==> src/rtl/fifo_rollback_ctrl.sv <==
// fifo_rollback_ctrl
// Checkpoint controller for the rollback-capable instruction FIFO. When a
// speculative branch enters the queue, the controller records the FIFO write
// pointer. Checkpoints are freed in program order once their branch resolves
// correctly. On a mispredict, the saved pointer is replayed through Mable/Mark.
// On a flush, FifoClean is pulsed. Busy stalls the front-end while a rollback
// or a flush is in progress.
//
// Ports
//   Clk, Rest          clock (rising edge), asynchronous active-high reset
//   WrPtr              current FIFO write pointer, captured on snapshot
//   SnapReq/SnapAck    checkpoint allocation request / combinational grant
//   SnapId             id being allocated (valid with SnapAck)
//   ResValid/ResId/ResMiss  branch resolution (miss = rollback)
//   FlushReq           full pipeline flush
//   Mable, Mark        registered rollback strobe and restore pointer
//   FifoClean          registered clean strobe
//   Busy               registered, high while not IDLE
//   CkptFull, CkptCnt  occupancy (full is combinational, count registered)
//   ResErr             registered 1-cycle pulse on resolve of a non-live id
//
// state    | meaning
// ---------+-----------------------------------------------------------
// ST_IDLE  | accepts flush, resolve, snapshot; retires the oldest entry
// ST_ROLL  | one cycle, Mable high, restore pointer presented on Mark
// ST_FLUSH | one cycle, FifoClean high, table already cleared

module fifo_rollback_ctrl #(
   parameter int PTRWIDE = 5,
   parameter int NCKPT   = 4,
   parameter int IDWIDE  = 2
) (
   input  logic               Clk,
   input  logic               Rest,
   input  logic [PTRWIDE-1:0] WrPtr,
   input  logic               SnapReq,
   output logic               SnapAck,
   output logic [IDWIDE-1:0]  SnapId,
   input  logic               ResValid,
   input  logic [IDWIDE-1:0]  ResId,
   input  logic               ResMiss,
   input  logic               FlushReq,
   output logic               Mable,
   output logic [PTRWIDE-1:0] Mark,
   output logic               FifoClean,
   output logic               Busy,
   output logic               CkptFull,
   output logic [IDWIDE:0]    CkptCnt,
   output logic               ResErr
);

   localparam logic [IDWIDE:0]   FULL_CNT = (IDWIDE+1)'(NCKPT);
   localparam logic [IDWIDE-1:0] ID_ONE   = IDWIDE'(1);

   typedef enum logic [1:0] {ST_IDLE, ST_ROLL, ST_FLUSH} state_t;

   state_t state_q, state_d;

   logic [PTRWIDE-1:0] ptr_tbl [NCKPT];
   logic [NCKPT-1:0]   live_q, live_d;
   logic [NCKPT-1:0]   done_q, done_d;
   logic [IDWIDE-1:0]  alloc_q, alloc_d;
   logic [IDWIDE-1:0]  old_q, old_d;
   logic [IDWIDE:0]    count_q, count_d;

   logic               idle;
   logic               flush_acc;
   logic               res_acc;
   logic               res_live;
   logic               miss_acc;
   logic               hit_acc;
   logic               err_acc;
   logic               retire;
   logic [IDWIDE-1:0]  koff;
   logic [IDWIDE-1:0]  ent_off;
   logic [NCKPT-1:0]   roll_free;

   assign idle      = (state_q == ST_IDLE);
   assign flush_acc = idle && FlushReq;
   assign res_acc   = idle && ResValid && !FlushReq;
   assign res_live  = live_q[ResId];
   assign miss_acc  = res_acc && ResMiss && res_live;
   assign hit_acc   = res_acc && !ResMiss && res_live;
   assign err_acc   = res_acc && !res_live;

   assign CkptFull = (count_q == FULL_CNT);
   assign CkptCnt  = count_q;
   assign SnapId   = alloc_q;

   // Any miss request blocks the grant, even if it names a dead id, so that
   // the grant does not depend on the table lookup.
   assign SnapAck = SnapReq && idle && !CkptFull && !FlushReq && !(ResValid && ResMiss);

   // The oldest entry frees only in a quiet IDLE cycle. A rollback recomputes
   // the occupancy relative to the old pointer, so a retire is held off in
   // that cycle.
   assign retire = idle && !flush_acc && !miss_acc && (count_q != '0) && done_q[old_q];

   // This is the distance of the mispredicted entry from the oldest entry.
   // Every entry at that distance or further away is younger, so it is freed.
   assign koff = ResId - old_q;

   always_comb begin
      roll_free = '0;
      ent_off   = '0;
      for (int i = 0; i < NCKPT; i++) begin
         ent_off      = IDWIDE'(i) - old_q;
         roll_free[i] = (ent_off >= koff);
      end
   end

   always_comb begin
      state_d = state_q;
      case (state_q)
         ST_IDLE: begin
            if (flush_acc)     state_d = ST_FLUSH;
            else if (miss_acc) state_d = ST_ROLL;
         end
         ST_ROLL:  state_d = ST_IDLE;
         ST_FLUSH: state_d = ST_IDLE;
         default:  state_d = ST_IDLE;
      endcase
   end

   always_ff @(posedge Clk or posedge Rest) begin
      if (Rest) state_q <= ST_IDLE;
      else      state_q <= state_d;
   end

   always_comb begin
      live_d  = live_q;
      done_d  = done_q;
      alloc_d = alloc_q;
      old_d   = old_q;
      count_d = count_q;
      if (flush_acc) begin
         live_d  = '0;
         done_d  = '0;
         alloc_d = '0;
         old_d   = '0;
         count_d = '0;
      end else if (miss_acc) begin
         live_d  = live_q & ~roll_free;
         done_d  = done_q & ~roll_free;
         alloc_d = ResId;
         count_d = {1'b0, koff};
      end else begin
         if (hit_acc) done_d[ResId] = 1'b1;
         if (SnapAck) begin
            live_d[alloc_q] = 1'b1;
            done_d[alloc_q] = 1'b0;
            alloc_d         = alloc_q + ID_ONE;
         end
         // The retire clear runs after the hit set. A repeated hit on the
         // retiring entry therefore does not leave a stale Done bit behind.
         if (retire) begin
            live_d[old_q] = 1'b0;
            done_d[old_q] = 1'b0;
            old_d         = old_q + ID_ONE;
         end
         case ({SnapAck, retire})
            2'b10:   count_d = count_q + 1'b1;
            2'b01:   count_d = count_q - 1'b1;
            default: count_d = count_q;
         endcase
      end
   end

   always_ff @(posedge Clk or posedge Rest) begin
      if (Rest) begin
         live_q  <= '0;
         done_q  <= '0;
         alloc_q <= '0;
         old_q   <= '0;
         count_q <= '0;
      end else begin
         live_q  <= live_d;
         done_q  <= done_d;
         alloc_q <= alloc_d;
         old_q   <= old_d;
         count_q <= count_d;
      end
   end

   // Pointer storage is qualified by the Live bits, so it needs no reset.
   always_ff @(posedge Clk) begin
      if (SnapAck) ptr_tbl[alloc_q] <= WrPtr;
   end

   always_ff @(posedge Clk or posedge Rest) begin
      if (Rest) begin
         Mable     <= 1'b0;
         Mark      <= '0;
         FifoClean <= 1'b0;
         Busy      <= 1'b0;
         ResErr    <= 1'b0;
      end else begin
         Mable     <= (state_d == ST_ROLL);
         FifoClean <= (state_d == ST_FLUSH);
         Busy      <= (state_d != ST_IDLE);
         ResErr    <= err_acc;
         if (miss_acc) Mark <= ptr_tbl[ResId];
      end
   end

endmodule

==> config.mk <==
export PLATFORM = sky130hd
export DESIGN_NAME = fifo_rollback_ctrl
export DESIGN_NICKNAME = d
export VERILOG_FILES = /design/src/rtl/fifo_rollback_ctrl.sv
export SDC_FILE = /design/constraint.sdc
export NUM_CORES = 1
export LEC_CHECK = 0
export CORE_MARGIN = 10
export CORE_UTILIZATION = 55
export DETAILED_ROUTE_END_ITERATION = 10
export PLACE_DENSITY = 0.81
export SYNTH_ARGS = -nofsm -noshare
export SYNTH_HDL_FRONTEND = slang
export SYNTH_SLANG_ARGS = --single-unit
export TNS_END_PERCENT = 20
==> constraint.sdc <==
create_clock -name Clk -period 2.7 [get_ports Clk]
set_input_delay 0.27 -clock Clk [delete_from_list [all_inputs] [get_ports Clk]]
set_output_delay 0.27 -clock Clk [all_outputs]
set_load 0.01 [all_outputs]
* Yosys cells after proc, flatten, opt, wreduce, memory -nomap -nowiden *
Memory sizes are Yosys's and may differ from the RTL's. A register that Yosys moved wholly into a read port is not among the register bits.
Cells that the tools add are included.

operators by class
  add/sub/neg operators = 9
  multiply operators = 0
  divide/modulo/power cells = 0
  $lt $le $gt $ge = 10
  eq/ne operators = 6
  shift operators = 0
  muxes and demuxes = 39
  bitwise operators = 10
  reductions and logical operators = 34

operator list
  cell                                                                count
  2-to-1 mux 4 bit                                                    15
  bitwise AND 4 bit                                                   5
  logical AND 1 bit                                                   20
  2-to-1 mux 2 bit                                                    9
  NOT 4 bit                                                           3
  less-than comparator 2 x 3 -> 1 bit (second input constant)         3
  greater-or-equal comparator 2 bit                                   4
  OR 4 bit                                                            2
  zero test 1 bit                                                     7
  2-to-1 mux 1 bit                                                    7
  demux 1 bit (select 2 bit)                                          3
  greater-or-equal comparator 2 x 1 -> 1 bit (second input constant)  3
  2-to-1 mux 3 bit                                                    2
  one-hot mux 3 bit (2 select lines)                                  1
  nonzero test 3 bit                                                  2
  adder 2 x 1 -> 2 bit (second input constant)                        2
  binary-select mux 1 bit (select 2 bit)                              2
  == test 2 x 1 -> 1 bit (second input constant)                      2
  == test 2 bit (second input constant)                               2
  nonzero test 2 bit                                                  2
  nonzero test 4 bit                                                  1
  subtractor 1 x 2 -> 2 bit (first input constant)                    2
  subtractor 2 bit (first input constant)                             2
  adder 3 x 1 -> 3 bit (second input constant)                        1
  6 further kinds                                                     6

word-level totals
  flip-flop bits (word level) = 21
  bits in latches = 0
  RAM bits = 20
  bits in read-only memories = 0
  input bits = 13
  word-level logic and storage cells = 119
  memories = 1

memory list
  name     words  width  rd ports  clocked after Yosys merged registers in  wr ports  RTL line  text
  ptr_tbl  4      5      1         1                                        1         59        logic [PTRWIDE-1:0] ptr_tbl [NCKPT];

* Longest topological paths before layout *
Gate-level depths: netlist of run 1.

  depth after elaboration = 16
  gate-level depth with buffers = 10
  gate-level depth less buffers = 9

* Worst setup path after synthesis of run 1 *
OpenSTA, ideal clock, no wires.

  kind = register to register
  from = register old_q[1]
  to = register count_q[2] (netlist: CkptCnt[2])
  library setup time = 0.079 ns
  data arrival time = 2.372 ns
  slack = 0.248 ns
  stages on the path, launching flop included = 9
  buffers on the path = 1
  period minus slack after synthesis = 2.452 ns
  cells stage by stage = dfrtp_1 mux4_1 and4_4 buf_6 nor2b_1 fa_1 and2_1 mux2i_1 mux2i_1

on the way
  word-level cells in the longest chain between the ends = 7

RTL lines
  item                                                     RTL line  text
  start, declared                                          63        logic [IDWIDE-1:0] old_q, old_d;
  start signal, assigned                                   180       old_q <= old_d;
  binary-select mux 1 bit (select 2 bit) (*)               97        assign retire = idle && !flush_acc && !miss_acc && (count_q != '0) && done_q[old_q];
  2-to-1 mux 1 bit (not written as such) (*)               97
  logical AND 1 bit (*)                                    97
  == test 2 x 1 -> 1 bit or == test 2 bit (tied branches)  161       case ({SnapAck, retire})
  one-hot mux 3 bit (2 select lines)                       161
  2-to-1 mux 3 bit                                         142       end else if (miss_acc) begin
  2-to-1 mux 3 bit                                         136       if (flush_acc) begin
  end signal, assigned                                     181       count_q <= count_d;
  end, declared                                            64        logic [IDWIDE:0] count_q, count_d;

Mark *: on every way between the ends. The rest lies on a longest branch, timed or not. The select of a mux whose other input is x is not followed.
A chain may end at the register's enable or synchronous reset.

* Final worst setup path of run 1 *
  from = input ResId[1]
  to = register count_q[1] (netlist: CkptCnt[1])

on the way
  word-level cells in the longest chain between the ends = 11

RTL lines
  item                                                     RTL line  text
  start, declared                                          40        input logic [IDWIDE-1:0] ResId,
  binary-select mux 1 bit (select 2 bit)                   81        assign res_live = live_q[ResId];
  2-to-1 mux 1 bit (not written as such)                   81
  logical AND 1 bit                                        82        assign miss_acc = res_acc && ResMiss && res_live;
  zero test 1 bit                                          97
  logical AND 1 bit (3 in a row)                           97
  == test 2 x 1 -> 1 bit or == test 2 bit (tied branches)  161
  one-hot mux 3 bit (2 select lines)                       161
  2-to-1 mux 3 bit                                         142
  2-to-1 mux 3 bit                                         136

Several ways; a longest one is shown, not always the timed one. The select of a mux whose other input is x is not followed.

==> metrics.md, run 1 <==
| Metric | Value |
|---|---|
| Status | completed |
| Post-layout util | 69.9% |
| CP arrival | 2.64 ns |
| Antenna cells | 0 |
| PwrDens | 539 nW/um2 |
| Die Area | 7190 um2 |
| Register bit total from synthesis | 46 |
| Fin area | 2820 um2 |
| Detailed Route Iter0 Violations | 148 |
| Worst-path fanout max | 2 |
| Core Area | 4030 um2 |
| Final min period | 2.47 ns |
| Mapped Avg Cell Area | 12.5 um2 |
| Static leakage | 1.28 nW |
| DRC violations left | 0 |
| YS warnings | 0 |
| Area growth syn-to-layout | 21.9% |
| Syn Std Cell Area | 2310 um2 |
| First-pass GRT wire length | 8.91 mm |
| Min-delay worst type | primary input to async pin |
| Clk buf depth | 2 |
| Crit path kind | primary input to flop |
| Wire length per cell | 19.1 um |
| Clock slew at reported path FFs | 0.09 ns |
| Met1 usage | 17.4% |
| Antenna violations before repair | 0 |
| Cells after synthesis | 185 |
| Slew HR | 65.9% |
| Most frequent cells in the layout | clkdlybuf4s50_1, dfrtp_1, nand2_1, edfxtp_1, inv_1 |
| Via density | 5.87 |
| Period utilization | 91.5% |
| # nets final | 255 |
| Gr usage total | 15.4% |
| Syn_nets | 214 |
| Worst-Skew Late Latency | 0.30 ns |
| RSZ-0062 raised after global routing | false |
| CTS Buf Count | 5 |
| Drt pass-1 iters | 4 |
| Root Driver | clkbuf_8 |
| R2r setup slk | 0.23 ns |
| Setup bufs post-CTS | 0 |
| VDD IR max | 392 uV |
| Synth unique cells | 40 |
| Final setup vio count | 0 |
| Internal power | 0.00115 W |
| Final WL | 5.29 mm |
| Slew Viols, Final | 0 |
| Number of max-cap violations | 0 |
| RePlAce Congestion | 0.977 |
| H-tree depth | 2 |
| Post-DP HPWL | 3.99 mm |
| Commonest non-fill, non-tap cell in the layout | clkdlybuf4s50_1 |
| Met2 Track Usage GR | 26.9% |
| CTS tree | done |
| Post-synthesis sequential area ratio | 54.2% |
| Switching Fraction | 24.3% |
| P_sw | 0.000369 W |
| Via count | 1627 |
| Clock power share | 33.9% |
| Hold Fails Final Rpt | 0 |
| Starting density of the core | 57.3% |
| CTS resizes | 0 |
| Ys flop type | dfrtp_1 |
| GRT overflow | 0 |
| Comb pwr share | 14.2% |
| PortBufs | 28 |
| Fraction of layout cells with a size suffix above 1 | 14.1% |
| CP startpoint kind | primary input |
| Fmax | 0.405 GHz |
| Worst endpoint required time | 2.87 ns |
| Hold buffers post-CTS | 0 |
| Clock Sinks | 46 |
| Top-level I/O count | 29 |
| Worst Clk Skew | 0.00472 ns |
| Register share of total power | 51.8% |
| Vias in the first global route | 1728 |
| Post-synth ARST share | 56.5% |
| Die Height | 84.8 um |
| Met3 Use GR | 4.73% |
| Cell Area, Placed | 2700 um2 |
| Worst-Margin Slew | 0.512 ns |
| Critical Path End Type | flop |
| Most Crowded Layer GR | met2 |
| Largest net degree at the start of global routing | 16 |
| Post-synth EDFFs | 20 |
| Post-DRT Antenna Nets | 0 |
| FP Rows | 23 |
| Die extent in x | 84.8 um |
==> worst max-delay path, cell delays in order <==
cell and delay (ns):
clkdlybuf4s50_1 0.51, mux4_2 0.56, nand4_4 0.12, and4_4 0.21, nor2b_1 0.16, fa_1 0.43
a221oi_1 0.30, a211oi_1 0.08
==> power groups by stage <==
| stage | Clock, W | Combinational [W] | Sequential, W |
|---|---|---|---|
| global placement | 0 | 0.000206 | 0.000798 |
| floorplan | 0 | 0.0000981 | 0.000806 |
| global route | 0.000555 | 0.000236 | 0.000791 |
| CTS | 0.000519 | 0.000218 | 0.000787 |
| detailed placement | 0 | 0.000216 | 0.000801 |
| finish | 0.000515 | 0.000216 | 0.000786 |
==> synthesized netlist by cell type, types with 2 or more instances <==
master / instances / area share (%)
nand3_1: 2 / 0.43
clkbuf_1: 2 / 0.33
dfrtp_1: 26 / 28
a221oi_1: 3 / 1.1
nand2_1: 25 / 4.1
o211a_1: 2 / 0.87
edfxtp_1: 20 / 26
a21o_1: 4 / 1.3
nor3_1: 4 / 0.87
inv_1: 16 / 2.6
o21ai_0: 2 / 0.43
mux2i_1: 3 / 1.3
a211oi_1: 4 / 1.3
nor3_2: 2 / 0.87
fa_1: 3 / 2.6
ha_1: 13 / 7.0
a31oi_1: 2 / 0.54
xnor2_1: 4 / 1.5
buf_6: 2 / 0.98
mux4_2: 6 / 5.9
a221o_1: 3 / 1.3
nor2_1: 14 / 2.3
a21oi_1: 4 / 0.87
and2_1: 3 / 0.81
==> cells by family (layout without fill, tap and decap cells) <==
kind of cell             count (synthesis)  after routing  synth area share (%)
XOR/XNOR                                 5              5                  1.90
multiplexers                            10             10                  8.29
adder cells (fa/ha/maj)                 16             16                  9.64
buffers and inverters                   23             65                  4.60
AO/OA/AOI/OAI                           28             28                  9.16
AND/OR/NAND/NOR                         57             57                  12.2
flip-flops                              46             46                  54.2
==> cell type report <==
class,count,area (um2)
fill,281,1210
tap,50,62.6
sequential,46,1250
multi-input combinational,116,952
timing repair buffer,41,378
clock buffer,5,68.8
inverter,16,60.1
clock inverter,3,43.8
==> final timing paths <==
check                              to  cells after the start      from
hold reg to reg               Mark[3]                      2   Mark[3]
hold / removal                Mark[2]                      2      Rest
min in group Clk              Mark[3]                      2   Mark[3]
max in group asynchronous    old_q[1]                      3      Rest
setup / recovery           CkptCnt[1]                      8  ResId[1]
setup reg to reg            done_q[1]                      8  old_q[0]
==> state kept, by name, summed over array words and instances, names as in the netlist <==
signal     flops
Busy           1
done_q         4
Mark           5
ResErr         1
CkptCnt        3
SnapId         2
FifoClean      1
state_q        2
live_q         4
ptr_tbl       20
Mable          1
old_q          2
==> metal layers <==
metal / wire [um] / up-vias
li1: - / 738
met1: 1950 / 806
met2: 2820 / 76
met3: 454 / 7
met4: 58 / 0
met5: 0 / -
==> per-stage QoR <==
stage,setup WS (ns),instances,hold WS [ns],total power [W],setup TNS [ns]
floorplan,0.248,185,0.310,0.000904,0
global placement,0.0000875,269,0.456,0.00100,0
detailed placement,-0.0839,269,0.471,0.00102,-0.165
CTS,0.216,277,0.319,0.00152,0
global route,0.0886,277,0.351,0.00158,0
finish,0.231,277,0.297,0.00152,0
Note: power is estimated with default switching activity, not from simulation.
==> run 2, diff against run 1 <==
- PLACE_DENSITY: 0.81 -> 0.79
- clock period: 2.7 -> 3.11 ns (I/O delays scaled with it)
==> metrics.md, run 2 (synthesis results as in run 1) <==
| Metric | Value |
|---|---|
| P_sw | 0.000312 W (was 0.000369 W) |
| Area growth syn-to-layout | 19.9% (was 21.9%) |
| Fill count | 300 (was 281) |
| GRT overflow | 0 (unchanged) |
| CP delay by family, top | adder cells (was multiplexers) |
| Largest Register | ptr_tbl (unchanged) |
| Via count | 1570 (was 1627) |
| Antenna cells | 0 (unchanged) |
| RSZ-0062 raised after global routing | false (unchanged) |
| TNS Setup | 0 ns (unchanged) |
| Internal power | 0.000992 W (was 0.00115 W) |
| Max reg flops | 20 (unchanged) |
| Placed cells | 263 (was 269) |
| Detailed Route Iter0 Violations | 92 (was 148) |
| Worst-Margin Slew | 1.01 ns (was 0.512 ns) |
| Slew Viols, Final | 0 (unchanged) |
| Top-level I/O count | 29 (unchanged) |
| Vias in the first global route | 1683 (was 1728) |
| CP arrival | 2.81 ns (was 2.64 ns) |
| CTS tree | done (unchanged) |
| Gr usage total | 15.1% (was 15.4%) |
| Comb pwr share | 14.0% (was 14.2%) |
| # nets final | 249 (was 255) |
| Hold Fails Final Rpt | 0 (unchanged) |
| Min-delay worst type | flop to flop (was primary input to async pin) |
| Number of max-cap violations | 0 (unchanged) |
| Status | completed (unchanged) |
| Post-DRT Antenna Nets | 0 (unchanged) |
| Worst Clk Skew | 0.00449 ns (was 0.00472 ns) |
| Final setup vio count | 0 (unchanged) |
| Most frequent cells in the layout | clkdlybuf4s50_1, dfrtp_1, nand2_1, edfxtp_1, inv_1 (unchanged) |
| Clock Sinks | 46 (unchanged) |
| PortBufs | 28 (unchanged) |
| Worst-Skew Late Latency | 0.30 ns (about the same) |
| Slowest-stage cell, CP | fa_1 (was mux4_2) |
| CTS Buf Count | 5 (unchanged) |
| VDD IR max | 302 uV (was 392 uV) |
| Clock slew at reported path FFs | 0.08 ns (was 0.09 ns) |
| Fmax | 0.386 GHz |
| Via density | 5.79 (was 5.87) |
| Antenna violations before repair | 0 (unchanged) |
| Core Area | 4030 um2 (unchanged) |
| CP startpoint kind | primary input (unchanged) |
| Switching Fraction | 23.9% (was 24.3%) |
| Final WL | 5.15 mm (was 5.29 mm) |
| Clock power share | 33.7% (was 33.9%) |
| Die Area | 7190 um2 (unchanged) |
| Critical Path, Cell by Cell | clkdlybuf4s50_1, inv_1, ha_1, fa_1, ha_1, inv_1, a21boi_0, o21ai_0, a221o_1, nor3_1 (was clkdlybuf4s50_1, mux4_2, nand4_4, and4_4, nor2b_1, fa_1, a221oi_1, a211oi_1) |
| Drt pass-1 iters | 4 (unchanged) |
| Slowest cell delay on critical path | 0.54 ns (was 0.56 ns) |
| Crit path kind | primary input to flop (unchanged) |
| Period utilization | 83.3% |
| Worst-path fanout max | 4 (was 2) |
| Final min period | 2.59 ns |
| Setup bufs post-CTS | 0 (unchanged) |
| PwrDens | 471 nW/um2 (was 539 nW/um2) |
| First-pass GRT wire length | 8.67 mm (was 8.91 mm) |
| H-tree depth | 2 (unchanged) |
| DRC violations left | 0 (unchanged) |
| Worst endpoint required time | 3.33 ns (was 2.87 ns) |
| Post-DP HPWL | 3.81 mm (was 3.99 mm) |
| Slew HR | 32.3% (was 65.9%) |
| Wire length per cell | 19.0 um (was 19.1 um) |
| Placement Setup Slack | 0.217 ns (was -0.0839 ns) |
| Setup WS post-layout | 0.521 ns (was 0.231 ns) |
| Fraction of layout cells with a size suffix above 1 | 11.3% (was 14.1%) |
| RePlAce Congestion | 0.929 (was 0.977) |
| CTS resizes | 0 (unchanged) |
| Static leakage | 1.24 nW (was 1.28 nW) |
| R2r setup slk | 0.53 ns (was 0.23 ns) |
| Hold buffers post-CTS | 0 (unchanged) |
| Critical Path End Type | flop (unchanged) |
| Commonest non-fill, non-tap cell in the layout | clkdlybuf4s50_1 (unchanged) |
| Die extent in x | 84.8 um (unchanged) |
| Worst path bufs/invs | 3 (was 1) |
| Final non-filler cell total | 271 (was 277) |
| Register share of total power | 52.3% (was 51.8%) |
| Starting density of the core | 57.3% (unchanged) |
| Clk buf depth | 2 (unchanged) |
| Largest regs | ptr_tbl: 20 flops, Mark: 5 flops (unchanged) |
| Die Height | 84.8 um (unchanged) |
| Largest net degree at the start of global routing | 27 (was 16) |
| Root Driver | clkbuf_8 (unchanged) |
| FP Rows | 23 (unchanged) |
==> run 2: cell count changes in the layout (fill, tap and decap cells not counted), sizes merged <==
cell      before  now
buf           13    7
clkbuf         5    6
clkinv         1    0
clkinvlp       0    1
inv           17   16
==> run 2: area by class of cell <==
cell class              instances  area, um2  area share, %
clock buffers                   6       72.6           2.62
multi-input cells             116        952           34.4
repair buffers                 35        333           12.0
flip-flops and latches         46       1250           45.2
clock inverters                 2       37.5           1.36
well taps                      50       62.6           2.26
inverters                      16       60.1           2.17
==> run 2: metal layers <==
layer  GRT usage, %  vias up  wire [um]
li1               -      723          -
met1           17.3      775       1990
met2           25.9       55       2670
met3           3.86       17        333
met4           6.74        0        145
met5              0        -          0
==> run 2: through the flow <==
stage	hold slack [ns]	power [W]	instance area (um2)	utilization, %
finish	0.474	0.00130	2770	68.7
global route	0.502	0.00136	2770	68.7
CTS	0.483	0.00131	2770	68.7
detailed placement	0.463	0.000879	2660	66.0
global placement	0.457	0.000867	2660	66.0
floorplan	0.351	0.000785	2310	-
==> run 2: worst paths after layout <==
kind,from,endpoint,cells past startpoint
max,ResId[0],done_q[1],10
min,Mark[4],Mark[4],2
max reg2reg,old_q[0],done_q[1],8
min reg2reg,Mark[4],Mark[4],2
max in group asynchronous,Rest,Mark[3],2
min in group asynchronous,Rest,Mark[0],2
==> run 2: tightest hold or removal path, cell delays in order (launching register included) <==
cell	delay, ns
dfrtp_1	0.35
nand2_1	0.05
nand2_1	0.05
==> run 2: power by group through the flow <==
stage                     registers (W)  clock network, W   logic, W
after floorplan                0.000700                 0  0.0000852
after global placement         0.000693                 0   0.000174
after detailed placement       0.000695                 0   0.000183
after CTS                      0.000683          0.000444   0.000185
after global routing           0.000686          0.000471   0.000202
final                          0.000683          0.000439   0.000183
==> run 3, diff against run 2 <==
- clock period: 3.11 -> 2.5 ns (I/O delays scaled with it)
==> metrics.md, run 3 (synthesis results as in run 1) <==
| Metric | Value |
|---|---|
| Clock slew at reported path FFs | 0.09 ns (was 0.08 ns) |
| Fin area | 2850 um2 (was 2770 um2) |
| CTS tree | done (unchanged) |
| Number of max-cap violations | 0 (unchanged) |
| Core Area | 4030 um2 (unchanged) |
| Die extent in x | 84.8 um (unchanged) |
| RePlAce Congestion | 0.905 (was 0.929) |
| Worst path bufs/invs | 2 (was 3) |
| Slowest-stage cell, CP | or3b_2 (was fa_1) |
| Worst-path fanout max | 10 (was 4) |
| # nets final | 259 (was 249) |
| Post-DP HPWL | 3.80 mm (was 3.81 mm) |
| Min-delay worst type | primary input to async pin (was flop to flop) |
| Period utilization | 97.0% |
| Vias in the first global route | 1644 (was 1683) |
| DRC violations left | 0 (unchanged) |
| Most frequent cells in the layout | clkdlybuf4s50_1, dfrtp_1, nand2_1, edfxtp_1 (was clkdlybuf4s50_1, dfrtp_1, nand2_1, edfxtp_1, inv_1) |
| Hold Fails Final Rpt | 0 (unchanged) |
| Detailed Route Iter0 Violations | 91 (was 92) |
| Post-DRT Antenna Nets | 0 (unchanged) |
| Critical Path End Type | primary output (was flop) |
| Clk buf depth | 2 (unchanged) |
| Worst-Skew Late Latency | 0.30 ns (about the same) |
| Wire length per cell | 18.3 um (was 19.0 um) |
| GRT overflow | 0 (unchanged) |
| Max reg flops | 20 (unchanged) |
| Die Area | 7190 um2 (unchanged) |
| Via density | 5.66 (was 5.79) |
| Largest net degree at the start of global routing | 24 (was 27) |
| Static leakage | 1.29 nW (was 1.24 nW) |
| Slowest cell delay on critical path | 0.53 ns (was 0.54 ns) |
| Critical Path, Cell by Cell | or3b_2, and3_1, buf_4, clkdlybuf4s50_1 (was clkdlybuf4s50_1, inv_1, ha_1, fa_1, ha_1, inv_1, a21boi_0, o21ai_0, a221o_1, nor3_1) |
| PortBufs | 28 (unchanged) |
| Final WL | 5.14 mm (was 5.15 mm) |
| Setup bufs post-CTS | 0 (unchanged) |
| Root Driver | clkbuf_8 (unchanged) |
| Antenna violations before repair | 0 (unchanged) |
| Clock Sinks | 46 (unchanged) |
| CTS Buf Count | 5 (unchanged) |
| Status | completed (unchanged) |
| Fraction of layout cells with a size suffix above 1 | 17.3% (was 11.3%) |
| Worst endpoint required time | 2.25 ns (was 3.33 ns) |
| Worst Clk Skew | 0.00570 ns (was 0.00449 ns) |
| CP delay by family, top | simple AND/OR/NAND/NOR gates (was adder cells) |
| Die Height | 84.8 um (unchanged) |
| H-tree depth | 2 (unchanged) |
| Fill count | 291 (was 300) |
| FP Rows | 23 (unchanged) |
| VDD IR max | 359 uV (was 302 uV) |
| Multi-input logic area | 963 um2 (was 952 um2) |
| Cell Area, Placed | 2750 um2 (was 2660 um2) |
| Fmax | 0.412 GHz |
| Via count | 1590 (was 1570) |
| Largest regs | ptr_tbl: 20 flops, Mark: 5 flops (unchanged) |
| PwrDens | 539 nW/um2 (was 471 nW/um2) |
| Hold WS | 0.121 ns (was 0.474 ns) |
| Largest Register | ptr_tbl (unchanged) |
| Drt pass-1 iters | 4 (unchanged) |
| Crit path kind | flop to primary output (was primary input to flop) |
| Final min period | 2.43 ns |
| CP startpoint kind | flop (was primary input) |
| Top-level I/O count | 29 (unchanged) |
| CP arrival | 2.18 ns (was 2.81 ns) |
| Slew HR | 70.9% (was 32.3%) |
| Area growth syn-to-layout | 23.3% (was 19.9%) |
| Commonest non-fill, non-tap cell in the layout | clkdlybuf4s50_1 (unchanged) |
| Slew Viols, Final | 0 (unchanged) |
| Antenna cells | 0 (unchanged) |
| Final setup vio count | 0 (unchanged) |
| Register area | 1250 um2 (about the same) |
| Starting density of the core | 57.3% (unchanged) |
| Worst-Margin Slew | 0.433 ns (was 1.01 ns) |
| Overall power | 0.00153 W (was 0.00130 W) |
| First-pass GRT wire length | 8.26 mm (was 8.67 mm) |
| Gr usage total | 14.2% (was 15.1%) |
[run 3: report_power, final]
group | internal, W | leakage, nW | total (W) | switching, W
Sequential | 0.000824 | 0.533 | 0.000848 | 0.0000244
Combinational | 0.000119 | 0.712 | 0.000235 | 0.000116
Clock | 0.000197 | 0.0441 | 0.000451 | 0.000254
Total | 0.00114 | 1.29 | 0.00153 | 0.000395
[run 3: worst register-to-register path, stage by stage (launching register included)]
cell	delay (ns)
dfrtp_1	0.43
mux4_1	0.64
and4_4	0.22
nor2b_2	0.15
fa_1	0.38
and2_1	0.15
mux2i_1	0.16
mux2i_1	0.20
[run 3: worst paths after layout]
path / slack, ns / cells after the start / end / from
worst max register to register: 0.10 / 7 / CkptCnt[2] / old_q[1]
min in group Clk: 0.49 / 2 / Mark[0] / Mark[0]
max in group asynchronous: 1.83 / 3 / CkptCnt[0] / Rest
worst max-delay path: 0.07 / 4 / SnapAck / CkptCnt[0]
worst min-delay path: 0.12 / 2 / Mark[0] / Rest
worst min register to register: 0.49 / 2 / Mark[0] / Mark[0]
[run 3: what timing repair did]
item	4_1_cts	5_1_grt
setup endpoints to repair	0	2
hold buffers	0	0
gates resized for setup	0	5
[run 3: per-stage QoR]
step / setup TNS (ns) / setup slack [ns] / instances / util (%)
after global routing: -0.0243 / -0.0243 / 281 / 70.7
after global placement: -0.454 / -0.168 / 273 / 68.2
final: 0 / 0.0741 / 281 / 70.7
after detailed placement: -1.04 / -0.242 / 273 / 68.2
after floorplan: 0 / 0.0484 / 185 / -
after CTS: 0 / 0.0629 / 281 / 70.4
[run 3: cell type report]
type / count / area share [%]
Clock inverter: 3 / 0.747
Sequential cell: 46 / 44.0
Timing Repair Buffer: 45 / 14.8
Clock buffer: 5 / 2.42
Tap cell: 50 / 2.20
Multi-Input combinational cell: 116 / 33.8
Inverter: 16 / 2.11
[run 3: per-layer routing]
layer	wire, um	GRT usage [%]	share of wire [%]
met5	0	0	0
met4	119	6.44	2.3
met3	264	4.64	5.1
met2	2530	23.3	49
met1	2220	16.5	43
